[config.mk]
export PLATFORM = sky130hd
export DESIGN_NAME = ark_share_sequencer_flat
export DESIGN_NICKNAME = d
export VERILOG_FILES = /design/src/rtl/ark_share_sequencer_if.sv /design/src/rtl/ark_share_sequencer.sv /design/src/flat_wrapper.sv
export SDC_FILE = /design/constraint.sdc
export NUM_CORES = 1
export LEC_CHECK = 0
export ABC_AREA = 1
export CORE_ASPECT_RATIO = 0.7
export CORE_MARGIN = 2
export CORE_UTILIZATION = 30
export CTS_CLUSTER_SIZE = 12
export DETAILED_ROUTE_END_ITERATION = 10
export PLACE_DENSITY = 0.53
export REMOVE_ABC_BUFFERS = 1
export SETUP_SLACK_MARGIN = 0.05
export SYNTH_ARGS = -nofsm -noshare
export SYNTH_HDL_FRONTEND = slang
export SYNTH_SLANG_ARGS = --single-unit
export TNS_END_PERCENT = 5
[constraint.sdc]
create_clock -name clk -period 1.2 [get_ports clk]
set_clock_uncertainty 0.05 [all_clocks]
set_input_delay 0.36 -clock clk [delete_from_list [all_inputs] [get_ports clk]]
set_output_delay 0.36 -clock clk [all_outputs]
set_load 0.03 [all_outputs]
[src/rtl/ark_share_sequencer_if.sv]
// Handshake and read/write-strobe bundle between the masked AddRoundKey
// sequencer and its share register files.
interface ark_share_sequencer_if #(
  parameter int SHARE_W = 2,
  parameter int BYTE_W  = 4
);
  logic               start_i;
  logic               hold_i;
  logic               abort_i;
  logic               busy_o;
  logic               done_o;
  logic               rd_en_o;
  logic [SHARE_W-1:0] rd_share_o;
  logic [BYTE_W-1:0]  rd_byte_o;
  logic               wr_en_o;
  logic [SHARE_W-1:0] wr_share_o;
  logic [BYTE_W-1:0]  wr_byte_o;

  modport master (
    output start_i,
    output hold_i,
    output abort_i,
    input  busy_o,
    input  done_o,
    input  rd_en_o,
    input  rd_share_o,
    input  rd_byte_o,
    input  wr_en_o,
    input  wr_share_o,
    input  wr_byte_o
  );

  modport slave (
    input  start_i,
    input  hold_i,
    input  abort_i,
    output busy_o,
    output done_o,
    output rd_en_o,
    output rd_share_o,
    output rd_byte_o,
    output wr_en_o,
    output wr_share_o,
    output wr_byte_o
  );
endinterface

[src/rtl/ark_share_sequencer.sv]
// Share-major read/write sequencer for a byte-serial masked AddRoundKey.
// Reads go out combinationally; the write-back trails by one register stage.
module ark_share_sequencer #(
  parameter int SHARES  = 3,
  parameter int BYTES   = 16,
  parameter int SHARE_W = 2,
  parameter int BYTE_W  = 4
) (
  input  logic                  clk,
  input  logic                  rst_n,
  ark_share_sequencer_if.slave  bus
);

  typedef enum logic [1:0] {
    IDLE  = 2'd0,
    RUN   = 2'd1,
    DRAIN = 2'd2
  } state_e;

  localparam logic [SHARE_W-1:0] LAST_SHARE = SHARE_W'(SHARES - 1);
  localparam logic [BYTE_W-1:0]  LAST_BYTE  = BYTE_W'(BYTES - 1);

  state_e             state_q, state_d;
  logic [SHARE_W-1:0] sidx_q, sidx_d;
  logic [BYTE_W-1:0]  bidx_q, bidx_d;
  logic               wr_en_q, wr_en_d;
  logic [SHARE_W-1:0] wr_share_q, wr_share_d;
  logic [BYTE_W-1:0]  wr_byte_q, wr_byte_d;
  logic               rd_en;
  logic               done;

  always_ff @(posedge clk or negedge rst_n) begin
    if (!rst_n) begin
      state_q    <= IDLE;
      sidx_q     <= '0;
      bidx_q     <= '0;
      wr_en_q    <= 1'b0;
      wr_share_q <= '0;
      wr_byte_q  <= '0;
    end else begin
      state_q    <= state_d;
      sidx_q     <= sidx_d;
      bidx_q     <= bidx_d;
      wr_en_q    <= wr_en_d;
      wr_share_q <= wr_share_d;
      wr_byte_q  <= wr_byte_d;
    end
  end

  always_comb begin
    state_d    = state_q;
    sidx_d     = sidx_q;
    bidx_d     = bidx_q;
    wr_en_d    = 1'b0;
    wr_share_d = wr_share_q;
    wr_byte_d  = wr_byte_q;
    rd_en      = 1'b0;
    done       = 1'b0;
    unique case (state_q)
      IDLE: begin
        if (bus.start_i) state_d = RUN;
      end
      RUN: begin
        rd_en = ~bus.hold_i;
        if (bus.abort_i) begin
          // the read may still go out, but its write is dropped
          state_d = IDLE;
          sidx_d  = '0;
          bidx_d  = '0;
        end else if (!bus.hold_i) begin
          wr_en_d    = 1'b1;
          wr_share_d = sidx_q;
          wr_byte_d  = bidx_q;
          if (bidx_q == LAST_BYTE) begin
            bidx_d = '0;
            if (sidx_q == LAST_SHARE) begin
              sidx_d  = '0;
              state_d = DRAIN;
            end else begin
              sidx_d = sidx_q + SHARE_W'(1);
            end
          end else begin
            bidx_d = bidx_q + BYTE_W'(1);
          end
        end
      end
      DRAIN: begin
        done    = ~bus.abort_i;
        state_d = IDLE;
      end
      default: begin
        state_d = IDLE;
        sidx_d  = '0;
        bidx_d  = '0;
      end
    endcase
  end

  // counters sit at zero outside RUN, so they double as the read index
  assign bus.busy_o     = (state_q != IDLE);
  assign bus.done_o     = done;
  assign bus.rd_en_o    = rd_en;
  assign bus.rd_share_o = sidx_q;
  assign bus.rd_byte_o  = bidx_q;
  assign bus.wr_en_o    = wr_en_q;
  assign bus.wr_share_o = wr_share_q;
  assign bus.wr_byte_o  = wr_byte_q;

endmodule
[src/flat_wrapper.sv]
// flat-port wrapper written by rule: the top's interface ports become plain ports
module ark_share_sequencer_flat 
#(
  parameter int SHARES  = 3,
  parameter int BYTES   = 16,
  parameter int SHARE_W = 2,
  parameter int BYTE_W  = 4
)
  (clk, rst_n, bus_start_i, bus_hold_i, bus_abort_i, bus_busy_o, bus_done_o, bus_rd_en_o, bus_rd_share_o, bus_rd_byte_o, bus_wr_en_o, bus_wr_share_o, bus_wr_byte_o);
  ark_share_sequencer_if #(.SHARE_W(SHARE_W), .BYTE_W(BYTE_W)) bus_i ();
  input  logic clk;
  input  logic rst_n;
  input wire logic [$bits(bus_i.start_i)-1:0] bus_start_i;
  input wire logic [$bits(bus_i.hold_i)-1:0] bus_hold_i;
  input wire logic [$bits(bus_i.abort_i)-1:0] bus_abort_i;
  output wire logic [$bits(bus_i.busy_o)-1:0] bus_busy_o;
  output wire logic [$bits(bus_i.done_o)-1:0] bus_done_o;
  output wire logic [$bits(bus_i.rd_en_o)-1:0] bus_rd_en_o;
  output wire logic [$bits(bus_i.rd_share_o)-1:0] bus_rd_share_o;
  output wire logic [$bits(bus_i.rd_byte_o)-1:0] bus_rd_byte_o;
  output wire logic [$bits(bus_i.wr_en_o)-1:0] bus_wr_en_o;
  output wire logic [$bits(bus_i.wr_share_o)-1:0] bus_wr_share_o;
  output wire logic [$bits(bus_i.wr_byte_o)-1:0] bus_wr_byte_o;
  assign bus_i.start_i = bus_start_i;
  assign bus_i.hold_i = bus_hold_i;
  assign bus_i.abort_i = bus_abort_i;
  assign bus_busy_o = bus_i.busy_o;
  assign bus_done_o = bus_i.done_o;
  assign bus_rd_en_o = bus_i.rd_en_o;
  assign bus_rd_share_o = bus_i.rd_share_o;
  assign bus_rd_byte_o = bus_i.rd_byte_o;
  assign bus_wr_en_o = bus_i.wr_en_o;
  assign bus_wr_share_o = bus_i.wr_share_o;
  assign bus_wr_byte_o = bus_i.wr_byte_o;
  ark_share_sequencer #(.SHARES(SHARES), .BYTES(BYTES), .SHARE_W(SHARE_W), .BYTE_W(BYTE_W)) u_core (.clk(clk), .rst_n(rst_n), .bus(bus_i));
endmodule
==> qor.yml <==
run_status:
  status: "complete, but fails checks"
  violations: "setup timing"
global_route:
  grt_max_degree: 16
  antenna_found_initial: 0
  track_usage_pct: 12.6
  overflow: 0
  grt_pass1_vias: 567
  grt_pass1_wl_um: 2680
clock_tree:
  clock-sinks: 15
  cts_tree: "done"
  clkTransAtPathRegs_ps: 90
  clock_path_buffers: 2
  clk-insertion-delay-late_ps: 280
  holdBufCountCts: 0
  cts-buffers-inserted: 3
  cts-root-buf: "clkbuf_4"
  htree_levels: 1
pwr:
  cellLeakagePower_nw: 0.591
  swShare_pct: 43.9
  p_seq_share_pct: 29.4
  internal_power_mw: 1.48
  p_total_mw: 2.63
  p_comb_share_pct: 59.7
  p_sw_mw: 1.16
  p_clk_share_pct: 10.9
  peakVddDrop_v: 0.00106
  power_density_nw_per_um2: 2260
placed_design:
  port_buffers: 20
  gp_congestion: 0.739
  placed_area_um2: 1040
  dp_hpwl_um: 1250
  placedCellCount: 157
floorplan:
  core-area_um2: 2440
  initial_core_util_pct: 31.2
  core.rowCount: 15
  fp.dieW_um: 64.2
  pin_count: 21
  die_y_um: 46.1
  dieArea_um2: 2960
worst_hold_path:
  hold_class: "primary input to asynchronous set/reset pin"
layout:
  nets: 135
  final_cell_mix: "nand2_1, buf_6, dfrtp_1, inv_1, nand3_1"
  finalNonFillerCells: 162
  area_growth_pct: 53.1
  fin_area_um2: 1160
  mostFrequentLayoutCell: "nand2_1"
  layout-drive-gt1-share_pct: 39.1
  n_antenna_cell: 0
timing:
  finalMaxSlewViolations: 0
  period_share_pct: 122
  rsz0062_at_grt: "true"
  slew_headroom_pct: 85.5
  period_needed_ps: 1470
  hold_viol: 0
  hold_ws_ps: 346
  tns_ps: -2470
  setup-violations-final: 29
  setup_ws_ps: -266
  worst_pin_slew_ps: 217
  fmax_mhz: 682
yosys:
  synth_cells: 94
  seq_area_frac_synth_pct: 49.3
  synth_area_per_cell_um2: 8.09
  synth.distinct_cells: 14
  syn_area_um2: 761
  ys_warn_count: 0
  synth-seq-cells: 15
critical_path:
  critPathBufInv: 2
  reg2regPathDepth: 8
  required_ps: 790
  critPathCaptureType: "primary output"
  critical_path_class: "flip-flop to primary output"
  crit_fanout: 4
  worstPathArrival_ps: 1060
  critical_path.max_stage_delay_ps: 380
  worstSetupStartpointType: "flip-flop"
  path_cells: "inv_2 > nand2_4 > nor2_1 > buf_4"
  critPathTopFamily: "flip-flops"
  critPathSlowestCell: "dfrtp_1"
  worst-path-stages: 4
drt:
  drtIter0Drc: 22
  viasPerCell: 4.21
  avgRoutedWirePerCell_um: 10.1
  drt_wl_total_um: 1630
  firstDrtPassIters: 5
  drc: 0
  vias: 682
  postRouteAntennaNets: 0
run:
  drv_cap: 0
stage by stage:
stage	utilization, %	setup WS [ps]
after floorplan	-	-314
after global placement	42.6	-445
after detailed placement	42.6	-455
after CTS	47.0	-284
after global routing	47.7	-349
final	47.7	-266
cell usage after synthesis (all sizes together):
library cell,n,area [µm²]
buf,1,11.3
dfrtp,15,375
ha,1,12.5
inv,15,56.3
nand2,31,121
nand3,10,50.1
nand4,1,6.26
nor2,10,55.1
nor3,1,5.00
o21ai,9,67.6
layout make-up:
type / instances / area (µm²)
clock buffer: 4 / 26.3
fill: 243 / 1270
inverter: 15 / 56.3
multi-input combinational: 63 / 345
sequential: 15 / 378
tap: 34 / 42.5
timing repair buffer: 31 / 317
path summary, 6_finish.rpt:
| path | from | to | slack [ps] |
|---|---|---|---|
| min | rst_n | u_core.bus.wr_share_o[1]$_DFFE_PN0P_ | 350 |
| max | u_core.state_q[1]$_DFFE_PN0P_ | bus_rd_en_o | -270 |
| min in group clk | u_core.bus.wr_share_o[0]$_DFFE_PN0P_ | u_core.bus.wr_share_o[0]$_DFFE_PN0P_ | 460 |
| min reg2reg | u_core.bus.wr_share_o[0]$_DFFE_PN0P_ | u_core.bus.wr_share_o[0]$_DFFE_PN0P_ | 460 |
| max in group asynchronous | rst_n | u_core.state_q[0]$_DFFE_PN0P_ | 620 |
| max reg2reg | u_core.state_q[1]$_DFFE_PN0P_ | u_core.bus.rd_byte_o[3]$_DFFE_PN0P_ | -100 |
power groups by stage:
stage,clock [mW],sequential (mW),combinational [mW]
after floorplan,0,0.999,0.549
after global placement,0,0.741,1.37
after detailed placement,0,0.746,1.37
after CTS,0.302,0.769,1.54
after global routing,0.345,0.801,1.69
final,0.288,0.774,1.57
cell families after synthesis:
| logic type | Yosys count | synth area share (%) |
|---|---|---|
| AO/OA/AOI/OAI | 9 | 8.88 |
| adder cells (fa/ha/maj) | 1 | 1.64 |
| buffers and inverters | 16 | 8.88 |
| flip-flops | 15 | 49.3 |
| AND/OR/NAND/NOR | 53 | 31.3 |
state kept, by name, indices dropped and copies added, names as in the netlist:
name	flops
u_core.bus.wr_byte_o	4
u_core.state_q	2
u_core.bus.wr_en_o	1
u_core.bus.rd_byte_o	4
u_core.bus.rd_share_o	2
u_core.bus.wr_share_o	2
per-layer routing:
metal  vias up  global-route usage, %  routed length [µm]  part of all wire [%]
met2        14                   16.5                 635                    39
met4         0                   3.83                  14                  0.86
met3         2                   5.13                  70                   4.3
li1        358                      -                   -                     -
met1       308                   18.5                 913                    56
met5         -                      0                   0                     0
repair_timing:
action                     in CTS  in global routing
resized for setup              25                  7
setup buffers                   1                  0
pin swaps                       2                  0
setup endpoints to repair      31                 31
cloned                          0                  0
Note: power is estimated with default switching activity, not from simulation.
